**src/rtl/gfx_pkg.sv**
```systemverilog
// gfx_pkg: shared types and helpers for the shape schedulers.
//   arb_state_t  - scheduler states (IDLE, LOAD, RUN)
//   line_state_t - line engine states
//   rr_next      - one-hot round-robin pick from a request vector of up to
//                  RR_MAX clients, starting the search just after 'last'
package gfx_pkg;

  localparam int RR_MAX = 16;
  localparam int RR_IDW = 4;

  typedef enum logic [1:0] {IDLE, LOAD, RUN} arb_state_t;

  typedef enum logic [1:0] {LN_IDLE, LN_INIT0, LN_INIT1, LN_DRAW} line_state_t;

  // n is the number of live clients (2..RR_MAX). The search index wraps
  // explicitly so that non-power-of-2 client counts rotate correctly; the
  // previous winner is visited last (i == n).
  function automatic logic [RR_MAX-1:0] rr_next(
    input logic [RR_MAX-1:0] req,
    input logic [RR_IDW-1:0] last,
    input int                n
  );
    logic [RR_MAX-1:0] pick;
    int                idx;
    pick = '0;
    for (int i = 1; i <= RR_MAX; i++) begin
      idx = int'(last) + i;
      if (idx >= n) idx = idx - n;
      if (i <= n && pick == '0 && req[idx[RR_IDW-1:0]]) pick[idx[RR_IDW-1:0]] = 1'b1;
    end
    return pick;
  endfunction

endpackage

```
**src/rtl/draw_line.sv**
```systemverilog
// draw_line: Bresenham line engine with signed coordinates.
//   clk, rst      - clock, synchronous active-high reset
//   start         - begin a line from (x0,y0) to (x1,y1); endpoints must stay
//                   stable until done
//   oe            - advance enable; drawing stalls while low
//   x, y          - current pixel position
//   drawing       - (x,y) is a valid pixel this cycle
//   done          - one-cycle pulse the cycle after the final pixel
// Lines are always walked with y increasing; endpoints are swapped when
// y0 > y1. Two setup cycles (INIT0, INIT1) follow start.
module draw_line
  import gfx_pkg::*;
#(
  parameter int CORDW = 16
) (
  input  logic                    clk,
  input  logic                    rst,
  input  logic                    start,
  input  logic                    oe,
  input  logic signed [CORDW-1:0] x0,
  input  logic signed [CORDW-1:0] y0,
  input  logic signed [CORDW-1:0] x1,
  input  logic signed [CORDW-1:0] y1,
  output logic signed [CORDW-1:0] x,
  output logic signed [CORDW-1:0] y,
  output logic                    drawing,
  output logic                    done
);

  // Error term width: deltas need CORDW+1 bits and twice the error one more;
  // one spare bit keeps the comparisons clear of overflow.
  localparam int EW = CORDW + 3;

  function automatic logic signed [EW-1:0] sx(input logic signed [CORDW-1:0] v);
    return {{(EW-CORDW){v[CORDW-1]}}, v};
  endfunction

  line_state_t state, state_n;

  logic                    swap, right, movx, movy, at_end;
  logic signed [CORDW-1:0] xa, ya, xb, yb, x_end, y_end;
  logic signed [EW-1:0]    dx, dy, err, err2;

  always_comb begin
    swap = (y0 > y1);
    xa   = swap ? x1 : x0;
    ya   = swap ? y1 : y0;
    xb   = swap ? x0 : x1;
    yb   = swap ? y0 : y1;
  end

  always_comb begin
    err2   = err <<< 1;
    movx   = (err2 >= dy);
    movy   = (err2 <= dx);
    at_end = (x == x_end) && (y == y_end);
  end

  always_comb begin
    state_n = state;
    case (state)
      LN_IDLE:  if (start) state_n = LN_INIT0;
      LN_INIT0: state_n = LN_INIT1;
      LN_INIT1: state_n = LN_DRAW;
      LN_DRAW:  if (oe && at_end) state_n = LN_IDLE;
      default:  state_n = LN_IDLE;
    endcase
  end

  always_ff @(posedge clk) begin
    if (rst) begin
      state <= LN_IDLE;
      done  <= 1'b0;
    end else begin
      state <= state_n;
      done  <= (state == LN_DRAW) && oe && at_end;
    end
  end

  always_ff @(posedge clk) begin
    case (state)
      LN_IDLE: if (start) right <= (xa < xb);
      LN_INIT0: begin
        dx <= right ? (sx(xb) - sx(xa)) : (sx(xa) - sx(xb));
        dy <= sx(ya) - sx(yb);
      end
      LN_INIT1: begin
        err   <= dx + dy;
        x     <= xa;
        y     <= ya;
        x_end <= xb;
        y_end <= yb;
      end
      LN_DRAW: if (oe && !at_end) begin
        if (movx) x <= right ? (x + CORDW'(1)) : (x - CORDW'(1));
        if (movy) y <= y + CORDW'(1);
        err <= err + (movx ? dy : '0) + (movy ? dx : '0);
      end
      default: ;
    endcase
  end

  assign drawing = (state == LN_DRAW) && oe;

endmodule

```
**src/rtl/line_arbiter.sv**
```systemverilog
// line_arbiter: round-robin scheduler sharing one draw_line engine among
// NREQ clients.
//   clk, rst        - clock, asynchronous active-high reset
//   req[i]          - client i wants a line; held until ack[i]
//   x0_in..y1_in    - packed endpoints, client i at [i*CORDW +: CORDW]
//   oe              - framebuffer output enable; stalls drawing when low
//   ack[i]          - one-cycle pulse: client i's endpoints were latched
//   done[i]         - one-cycle pulse: client i's line is finished
//   grant, owner    - one-hot / binary owner of the engine (zero when idle)
//   x, y, drawing   - pixel stream from the engine, valid only in RUN
//   busy            - scheduler not idle
module line_arbiter
  import gfx_pkg::*;
#(
  parameter  int CORDW = 16,
  parameter  int NREQ  = 4,
  localparam int IDW   = $clog2(NREQ)
) (
  input  logic                      clk,
  input  logic                      rst,
  input  logic [NREQ-1:0]           req,
  input  logic [NREQ*CORDW-1:0]     x0_in,
  input  logic [NREQ*CORDW-1:0]     y0_in,
  input  logic [NREQ*CORDW-1:0]     x1_in,
  input  logic [NREQ*CORDW-1:0]     y1_in,
  input  logic                      oe,
  output logic [NREQ-1:0]           ack,
  output logic [NREQ-1:0]           done,
  output logic [NREQ-1:0]           grant,
  output logic [IDW-1:0]            owner,
  output logic signed [CORDW-1:0]   x,
  output logic signed [CORDW-1:0]   y,
  output logic                      drawing,
  output logic                      busy
);

  arb_state_t state, state_n;

  logic [NREQ-1:0]         win, ack_n;
  logic [IDW-1:0]          win_idx, last;
  logic signed [CORDW-1:0] lx0, ly0, lx1, ly1;
  logic signed [CORDW-1:0] eng_x, eng_y;
  logic                    eng_drawing, eng_done, start;

  always_comb begin
    win = NREQ'(rr_next(RR_MAX'(req), RR_IDW'(last), NREQ));
  end

  always_comb begin
    win_idx = '0;
    for (int i = 0; i < NREQ; i++) begin
      if (win[i]) win_idx = IDW'(i);
    end
  end

  always_comb begin
    state_n = state;
    ack_n   = '0;
    case (state)
      IDLE: if (req != '0) begin
        state_n = LOAD;
        ack_n   = win;
      end
      LOAD:    state_n = RUN;
      RUN:     if (eng_done) state_n = IDLE;
      default: state_n = IDLE;
    endcase
  end

  always_ff @(posedge clk or posedge rst) begin
    if (rst) begin
      state <= IDLE;
      ack   <= '0;
      grant <= '0;
      owner <= '0;
      last  <= IDW'(NREQ - 1);
    end else begin
      state <= state_n;
      ack   <= ack_n;
      if (state == IDLE && req != '0) begin
        grant <= win;
        owner <= win_idx;
      end else if (state == RUN && eng_done) begin
        grant <= '0;
        owner <= '0;
        last  <= owner;
      end
    end
  end

  // Endpoint latch: held from LOAD until the line completes, so clients are
  // free to change their inputs once acknowledged.
  always_ff @(posedge clk) begin
    if (state == IDLE && req != '0) begin
      lx0 <= x0_in[int'(win_idx)*CORDW +: CORDW];
      ly0 <= y0_in[int'(win_idx)*CORDW +: CORDW];
      lx1 <= x1_in[int'(win_idx)*CORDW +: CORDW];
      ly1 <= y1_in[int'(win_idx)*CORDW +: CORDW];
    end
  end

  assign start = (state == LOAD);

  draw_line #(.CORDW(CORDW)) u_line (
    .clk     (clk),
    .rst     (rst),
    .start   (start),
    .oe      (oe),
    .x0      (lx0),
    .y0      (ly0),
    .x1      (lx1),
    .y1      (ly1),
    .x       (eng_x),
    .y       (eng_y),
    .drawing (eng_drawing),
    .done    (eng_done)
  );

  // Engine outputs are gated by RUN so an asynchronous reset silences the
  // pixel stream immediately, before the engine's own synchronous reset.
  assign done    = (state == RUN && eng_done) ? grant : '0;
  assign x       = (state == RUN) ? eng_x : '0;
  assign y       = (state == RUN) ? eng_y : '0;
  assign drawing = (state == RUN) && eng_drawing;
  assign busy    = (state != IDLE);

endmodule

```
**config.mk**
```make
export PLATFORM = sky130hd
export DESIGN_NAME = line_arbiter
export DESIGN_NICKNAME = d
export VERILOG_FILES = /design/src/rtl/gfx_pkg.sv /design/src/rtl/draw_line.sv /design/src/rtl/line_arbiter.sv
export SDC_FILE = /design/constraint.sdc
export NUM_CORES = 1
export LEC_CHECK = 0
export BUFFER_PORTS_ARGS = -buffer_cell sky130_fd_sc_hd__buf_2
export CAP_MARGIN = 25
export CORE_MARGIN = 3
export CORE_UTILIZATION = 58
export DETAILED_ROUTE_END_ITERATION = 8
export PLACE_DENSITY = 0.89
export SYNTH_ARGS = -nofsm -noshare
export SYNTH_HDL_FRONTEND = slang
export SYNTH_SLANG_ARGS = --single-unit
```
**constraint.sdc**
```tcl
create_clock -name clk -period 6.65 [get_ports clk]
set_input_delay 0.9975 -clock clk [delete_from_list [all_inputs] [get_ports clk]]
set_output_delay 0.9975 -clock clk [all_outputs]
set_load 0.01 [all_outputs]
```
# Yosys cells after proc, flatten, opt, wreduce, memory -nomap -nowiden
# Cells that the tools add are included.
[op_classes]
mux = 58
reduce_logical = 32
eq_ne = 14
shifts = 4
bitwise_logic = 4
add_sub_neg = 17
order_cmp = 16
[ops]
columns = ["cell", "n"]
rows = [
  ["variable part select 64 x 7 -> 16 bit", 4],
  ["two-way mux 16 bit", 14],
  ["two-way mux 19 bit", 4],
  ["one-hot mux 16 bit (2 select lines)", 2],
  ["adder 19 bit", 3],
  ["subtractor 16 x 16 -> 17 bit", 3],
  ["logical NOT 16 bit", 3],
  ["two-way mux 4 bit", 10],
  ["one-hot mux 19 bit (2 select lines)", 1],
  ["adder 16 x 2 -> 16 bit, second input constant", 2],
  ["== test 16 bit", 2],
  ["bitwise OR 16 bit", 2],
  ["less-than comparator 4 x 5 -> 1 bit, second input constant", 4],
  ["greater-or-equal comparator 19 bit", 1],
  ["<= comparator 19 bit", 1],
  ["binary-select mux 1 bit (select 4 bit)", 4],
  ["demux 1 bit (select 4 bit)", 4],
  ["greater-or-equal comparator 4 x 1 -> 1 bit, second input constant", 4],
  ["> comparator 16 bit", 1],
  ["less-than comparator 16 bit", 1],
  ["two-way mux 2 bit", 8],
  ["subtractor 16 x 2 -> 16 bit, second input constant", 1],
  ["logical AND 1 bit", 15],
  ["subtractor 3 x 3 -> 4 bit, second input constant", 3],
  ["other kinds (21)", 48],
]
[word_totals]
output_inout_bits = 48
register_bits = 203
input_bits = 263
elab_cells = 164

# Logic depth before layout (Yosys ltp)
# Gate-level depths: netlist (run 1).
[logic_depth]
depth_word = 21
ltp_mapped = 29
ltp_nobuf = 28

# Modules after synthesis
# Synthesis (run 1) repeated with hierarchy kept, for this count alone.
[hier_totals]
hier_cells = 1946
area_unflattened_um2 = 17770.8
[by_module_without_submodules]
columns = ["module", "instances", "cells_per_inst", "area_each_um2"]
rows = [
  ["draw_line", 1, 1442, 12253.0],
  ["line_arbiter", 1, 504, 5517.8],
]

# Least setup slack after synthesis (run 1)
# No wires, ideal clock.
[synth_path]
kind = "register to register"
startpoint = "reg u_line.err[0]"
endpoint = "reg u_line.err[17], data pin"
arrival_ns = 5.531
setup_slack_ns = 0.843
stages_incl_launch_ff = 29
path_buffers = 1
required_ns = 6.374
period_less_slack_ns = 5.807
setup_time_ns = 0.276
cell_sequence = "edfxtp_1 > ha_1 > nor2b_1 > o21a_1 > o21a_1 > o21a_1 > o21a_1 > o21ai_0 > a21oi_1 > o31a_1 > o21bai_1 > a221o_1 > clkbuf_1 > o21ai_0 > fa_1 > inv_1 > ha_1 > fa_1 > a21o_1 > a21oi_1 > o21bai_1 > a21o_1 > a21oi_1 > o21ai_0 > o41ai_1 > o21a_1 > o21ai_0 > xnor2_1 > a22oi_1"
[synth_between]
elab_chain_len = 6
elab_cells_between_ends = 8
classes_between = "add/sub (2); order compare (2); mux (4)"
[synth_rtl]
columns = ["item", "line_no", "source"]
rows = [
  ["start: declaration", "draw_line.sv:42", "logic signed [EW-1:0] dx, dy, err, err2;"],
  ["start signal: assignment", "draw_line.sv:88", "err <= dx + dy;"],
  ["start signal: assignment", "draw_line.sv:97", "err <= err + (movx ? dy : '0) + (movy ? dx : '0);"],
  ["greater-or-equal comparator 19 bit", "draw_line.sv:54", "movx = (err2 >= dy);"],
  ["two-way mux 19 bit", "draw_line.sv:97", ""],
  ["adder 19 bit", "draw_line.sv:97", ""],
  ["adder 19 bit *", "draw_line.sv:97", ""],
  ["two-way mux 19 bit *", "draw_line.sv:94", "LN_DRAW: if (oe && !at_end) begin"],
  ["one-hot mux 19 bit (2 select lines) *", "draw_line.sv:81", "case (state)"],
]
# Mark *: on every way between the ends. The rest lies on a longest branch, timed or not. The select of a mux whose other input is x is not followed.
# A chain may end at the register's enable or synchronous reset.

# Worst setup path after layout (run 1)
[layout_path]
startpoint = "reg u_line.dy[1]"
endpoint = "reg u_line.err[17], data pin"
[layout_between]
elab_chain_len = 6
elab_cells_between_ends = 7
classes_between = "add/sub (3); order compare (1); mux (3)"
[layout_rtl]
columns = ["item", "line_no", "source"]
rows = [
  ["start: declaration", "draw_line.sv:42", ""],
  ["start signal: assignment", "draw_line.sv:85", "dy <= sx(ya) - sx(yb);"],
  ["greater-or-equal comparator 19 bit", "draw_line.sv:54", ""],
  ["two-way mux 19 bit", "draw_line.sv:97", ""],
  ["adder 19 bit (2 in a row)", "draw_line.sv:97", ""],
  ["two-way mux 19 bit", "draw_line.sv:94", ""],
  ["one-hot mux 19 bit (2 select lines) *", "draw_line.sv:81", ""],
]
# Marked as above.

==> impl_metrics.yaml, run 1 <==
global_routing:
  overflow: 0
  grt_pass1_wl_mm: 85.48
  antenna_found_initial: 1
  first_global_vias: 15668
  grt_max_degree: 68
  grt_usage_pct: 33.00
yosys:
  ys_top_cells_by_area: "edfxtp_1 31%, ha_1 8.3%, mux2i_1 5.5%"
  synth_most_common_cell: "nand2_1"
  synth_cell_type_count: 92
  ys_warn_count: 0
  synthesis.nets: 2347
  syn_area_sq_um: 17580
  synth_top_cell_by_area: "edfxtp_1"
  synth.top_cell.area_share_pct: 30.92
  ys_seq_area_share_pct: 33.27
  synth_edf_count: 181
  avgSynthCellArea_sq_um: 9.029
  syn-instance-count: 1947
  synthArstFlopShare_pct: 7.071
  synthTopCellsByCount: "230 x nand2_1, 181 x edfxtp_1, 149 x o21ai_0"
  synthFlopType: "edfxtp_1"
  synth_seq_cells: 198
power_and_ir_drop:
  vdd_drop_max_mv: 0.3162
  total_power_mw: 12.78
  p_leak_nw: 8.772
  p_seq_share_pct: 22.6
  p_int_mw: 6.288
  powerDensity_nw_per_um2: 638.4
  p_clk_share_pct: 8.4
  swShare_pct: 50.80
  p_sw_mw: 6.492
  comb_power_share_pct: 69.0
hold_path:
  min_from: "grant[3]$_DFFE_PP0P_"
  hold_path.class: "flop to flop"
  min_path_cells: 1
  min_to: "grant[3]$_DFFE_PP0P_"
placement:
  gp_congestion: 1.044
  dpl.hpwl_mm: 43.89
  portBuffers: 310
  place_area_sq_um: 19360
clocking:
  clk_path_buf_depth: 2
  clk_latency_ns: 0.46
  path_clk_slew_ns: 0.08
  cts_sinks: 198
  clockRootBuffer: "clkbuf_16"
  postCtsSetupBuffers: 0
  cts_resized: 0
  cts-hold-fix-buffers: 0
  tritoncts: "done"
  numCtsBuffers: 17
  htree_levels: 4
detailed_routing:
  drt_iter0_markers: 1808
  drc: 0
  drtPass1Iterations: 8
  ant_nets: 0
  wirelength_mm: 55.30
  via_per_inst: 6.244
  wl_per_cell_um: 21.20
  detailroute.via_count: 16285
floorplanning:
  die_area_sq_um: 32430
  io_pins: 311
  coreArea_sq_um: 29720
  die_h_um: 180.1
  dieWidth_um: 180.1
  start_util_pct: 59.16
  placementRows: 63
sta:
  maxSlewViolCount: 0
  fmax_mhz: 161.2
  fin_crit_ns: 6.202
  fin_crit_sh_pct: 93.27
  slew_headroom_pct: 34.34
  setup-tns-final_ns: 0
  hold_violations: 0
  skew_ns: 0.02444
  tightest_slew_ns: 0.9849
  setup-violations-final: 0
  rsz0062_at_grt: "false"
job:
  cap_violations: 0
final_layout:
  fin_nets: 2605
  syn2layout_area_growth_pct: 13.87
  layout-drive-gt1-share_pct: 21.33
  design_area_sq_um: 20020
  insertedDiodeCount: 0
  top_regs: "u_line.err (18), u_line.dx (17), u_line.dy (17)"
  largest-register: "u_line.err"
  largest_reg_flops: 18
worst_setup_path:
  worstSetupPathType: "flop to flop"
  cp_slowest_cell: "edfxtp_1"
  reg2reg_slack_ns: 0.45
  reg2reg_depth: 28
  r2r-start: "u_line.dy[1]$_DFFE_PN_"
  start_kind: "flop"
  path_common_cell: "o21a_1"
  critPathMaxFanout: 8
  arrival_ns: 6.37
  cp-end-kind: "flop"
  timing.rr.end: "u_line.err[17]$_DFFE_PP_"
  cp.required_ns: 6.81
  crit_path_max_incr_delay_ns: 0.43
run_status:
  run_status: "completed"
## how the worst max path moves through the flow
stage | from | to | slack (ns) | depth (start not counted)
global route | u_line.dx[1]$_DFFE_PN_ | u_line.err[17]$_DFFE_PP_ | 0.07 | 29
detailed placement | u_line.dy[1]$_DFFE_PN_ | u_line.err[17]$_DFFE_PP_ | 0.52 | 28
CTS | u_line.dy[1]$_DFFE_PN_ | u_line.err[17]$_DFFE_PP_ | 0.47 | 28
global placement | u_line.dx[1]$_DFFE_PN_ | u_line.err[17]$_DFFE_PP_ | 0.65 | 29
finish | u_line.dy[1]$_DFFE_PN_ | u_line.err[17]$_DFFE_PP_ | 0.45 | 28
floorplan | u_line.err[0]$_DFFE_PP_ | u_line.err[17]$_DFFE_PP_ | 0.84 | 28
## power groups by stage
stage	clock [mW]	combinational, mW	sequential [mW]
floorplan	0	6.44	2.62
global placement	0	8.24	2.86
detailed placement	0	8.55	2.88
CTS	1.07	8.62	2.85
global route	1.12	9.70	2.92
finish	1.08	8.82	2.88
## logic make-up after synthesis
kind of cell / Yosys count / synth area share [%]
AND/OR/NAND/NOR: 581 / 15.63
AO/OA/AOI/OAI: 492 / 17.80
buffers and inverters: 238 / 5.673
flip-flops: 198 / 33.27
multiplexers: 170 / 10.33
adder cells (fa/ha/maj): 154 / 11.58
XOR/XNOR: 114 / 5.722
## layer usage
| layer | up-vias | routed length [um] | track usage (%) |
|---|---|---|---|
| met1 | 7716 | 22440 | 45.43 |
| met5 | - | 11 | 0 |
| met3 | 140 | 5842 | 6.379 |
| li1 | 7503 | - | - |
| met4 | 2 | 1774 | 10.44 |
| met2 | 924 | 25230 | 53.10 |
## metrics by stage
step,utilization (%),hold slack (ns),setup slack [ns],instances
4_1_cts,67.21,0.5174,0.4737,2606
2_1_floorplan,-,0.4953,0.8431,1947
6_report,67.36,0.5164,0.4479,2608
3_3_place_gp,65.16,0.4867,0.6538,2574
5_1_grt,67.36,0.5458,0.06504,2608
3_5_place_dp,65.16,0.4950,0.5154,2574
## critical path: cells and delay by family, from the launching register on
kind	cells	cell delay, ns
compound gates	19	3.42
flops	1	0.43
buf+inv	2	0.31
xor+xnor	1	0.18
simple gates	2	0.34
fa+ha+maj	4	1.22
## cell type report
cell class / instances / area, sq um
multi-input combinational: 1511 / 10780
fill: 2337 / 9699
sequential: 198 / 5848
timing repair buffer: 334 / 1759
inverter: 143 / 536.8
tap: 390 / 488.0
clock buffer: 18 / 429.2
clock inverter: 14 / 178.9
## placed cells by master, fill, tap and decap left out, drive strengths merged, types with 7 or more instances in the layout
cell type and count:
nor2b 23, o21a 23, a31oi 15, nand4 16
xnor2 82, inv 149, nand2 231, mux2i 97
edfxtp 181, clkbuf 18, xor2 32, o22ai 11
o21bai 16, a21o 26, or3 8, ha 117
clkinv 7, o211ai 16, dfrtp 12, a211oi 22
nand3 41, buf 334, nor2 109, nand2b 26
and2 44, fa 20, and3 25, nor3 32
maj3 17, a21oi 95, o21ai 192, mux2 71
o31ai 8
Note: power is estimated with default switching activity, not from simulation.
==> run 2: changes to the inputs <==
CORE_UTILIZATION = 63   (was 58)
PLACE_DENSITY = 0.95   (was 0.89)
clock period = 8.05 ns   (was 6.65 ns; I/O delays follow)
==> run 2 against run 1 <==
  * Worst setup slack improved by 0.59 ns
  * Global-route usage rose by 3.7 points
  * Routed wire length rose by 2.9%
  * Cell area barely moved
  * Sequential share of layout area barely moved
==> impl_metrics.yaml, run 2 (synthesized netlist as in run 1, its figures left out) <==
run_status:
  run_status: "completed"
floorplanning:
  placementRows: 60
  coreArea_sq_um: 27180
  dieWidth_um: 173.0
  die_area_sq_um: 29940
  io_pins: 311
  die_h_um: 173.0
  start_util_pct: 64.69
hold_path:
  hold_path.class: "flop to flop"
sta:
  hold_violations: 0
  setup-tns-final_ns: 0
  tightest_slew_ns: 1.018
  fmax_mhz: 142.7
  slew_headroom_pct: 31.27
  rsz0062_at_grt: "false"
  skew_ns: 0.01688
  fin_crit_sh_pct: 87.07
  setup-violations-final: 0
  maxSlewViolCount: 0
  fin_crit_ns: 7.009
clocking:
  htree_levels: 4
  numCtsBuffers: 17
  cts-hold-fix-buffers: 0
  path_clk_slew_ns: 0.09
  clk_path_buf_depth: 2
  cts_sinks: 198
  tritoncts: "done"
  cts_resized: 0
  clockRootBuffer: "clkbuf_16"
  clk_latency_ns: 0.46
  postCtsSetupBuffers: 0
placement:
  portBuffers: 310
  dpl.hpwl_mm: 44.92
  gp_congestion: 1.056
worst_setup_path:
  cp_slowest_cell: "o41ai_1"
  path_common_cell: "o21a_1"
  crit_path_max_incr_delay_ns: 0.62
  arrival_ns: 7.19
  cp-end-kind: "flop"
  reg2reg_depth: 28
  crit_end: "u_line.err[17]$_DFFE_PP_"
  cp.required_ns: 8.23
  start_kind: "flop"
  worstSetupPathType: "flop to flop"
  timing.rr.end: "u_line.err[17]$_DFFE_PP_"
  crit_path_start: "u_line.dx[1]$_DFFE_PN_"
  reg2reg_slack_ns: 1.04
  r2r-start: "u_line.dx[1]$_DFFE_PN_"
  critPathMaxFanout: 19
global_routing:
  grt_pass1_wl_mm: 86.86
  grt_max_degree: 132
  grt_usage_pct: 36.71
  first_global_vias: 15828
  antenna_found_initial: 1
  overflow: 0
final_layout:
  top_regs: "u_line.err (18), u_line.dx (17), u_line.dy (17)"
  largest-register: "u_line.err"
  syn2layout_area_growth_pct: 13.94
  mostFrequentLayoutCells: "310 x buf_2, 229 x nand2_1, 181 x edfxtp_1, 149 x o21ai_0, 143 x inv_1"
  ff_latch_area_sq_um: 5848
  largest_reg_flops: 18
  final_common_cell: "buf_2"
  fin_nets: 2599
  layout-drive-gt1-share_pct: 21.11
  post-route-util_pct: 73.70
  fillers: 1938
  multi_input_area_sq_um: 10770
detailed_routing:
  wl_met2_mm: 26.26
  routed.top_layer: "met4"
  wirelength_mm: 56.90
  via_per_inst: 6.369
  ant_nets: 0
  drt_iter0_markers: 1822
  route.met3.wl_mm: 6.481
  drtPass1Iterations: 6
  detailroute.via_count: 16470
  wl_per_cell_um: 22.00
  wl_met1_mm: 22.09
  drc: 0
power_and_ir_drop:
  vdd_drop_max_mv: 0.3653
  total_power_mw: 10.67
  p_leak_nw: 8.778
  powerDensity_nw_per_um2: 532.7
job:
  cap_violations: 0
run 2: per-stage QoR:
step / instance area (sq um) / worst slack [ns] / instances / hold slack, ns
floorplan: 17580 / 2.243 / 1947 / 0.4953
global placement: 19280 / 1.439 / 2548 / 0.4799
detailed placement: 19280 / 1.306 / 2548 / 0.5057
CTS: 19930 / 1.229 / 2580 / 0.5261
global route: 20030 / 0.7079 / 2585 / 0.5460
finish: 20030 / 1.041 / 2586 / 0.5259
run 2: report_power, final:
| group | switching, mW | total [mW] | internal [mW] |
|---|---|---|---|
| Combinational | 4.51 | 7.36 | 2.85 |
| Sequential | 0.481 | 2.37 | 1.89 |
| Clock | 0.498 | 0.940 | 0.442 |
| Total | 5.49 | 10.7 | 5.18 |
run 2: worst min-delay path by stage:
stage | from | end | slack [ns] | depth (start not counted)
3_3_place_gp | grant[2]$_DFFE_PP0P_ | grant[2]$_DFFE_PP0P_ | 0.48 | 1
2_1_floorplan | u_line.done$_SDFF_PP0_ | state[1]$_DFFE_PP0P_ | 0.50 | 1
6_report | grant[2]$_DFFE_PP0P_ | grant[2]$_DFFE_PP0P_ | 0.53 | 1
4_1_cts | grant[2]$_DFFE_PP0P_ | grant[2]$_DFFE_PP0P_ | 0.53 | 1
5_1_grt | grant[2]$_DFFE_PP0P_ | grant[2]$_DFFE_PP0P_ | 0.55 | 1
3_5_place_dp | grant[2]$_DFFE_PP0P_ | grant[2]$_DFFE_PP0P_ | 0.51 | 1
run 2: area by class of cell:
type	count	area share, %
diodes	2	0.02499
multi-input cells	1511	53.79
clock buffers	17	2.124
inverters	143	2.680
flip-flops and latches	198	29.20
well taps	372	2.324
repair buffers	328	8.758
clock inverters	15	1.099
run 2: critical path, delay by kind of cell (launching register included):
family          cells  cell delay [ns]
simple gates        1             0.15
fa+ha+maj           4             1.40
flops               1             0.43
xor+xnor            1             0.19
compound gates     20             4.41
buf+inv             2             0.17
run 2: layer usage:
metal | vias up | global-route usage, %
met5 | - | 0
met4 | 0 | 13.31
met3 | 164 | 7.466
met2 | 1072 | 59.66
met1 | 7729 | 48.93
li1 | 7505 | -
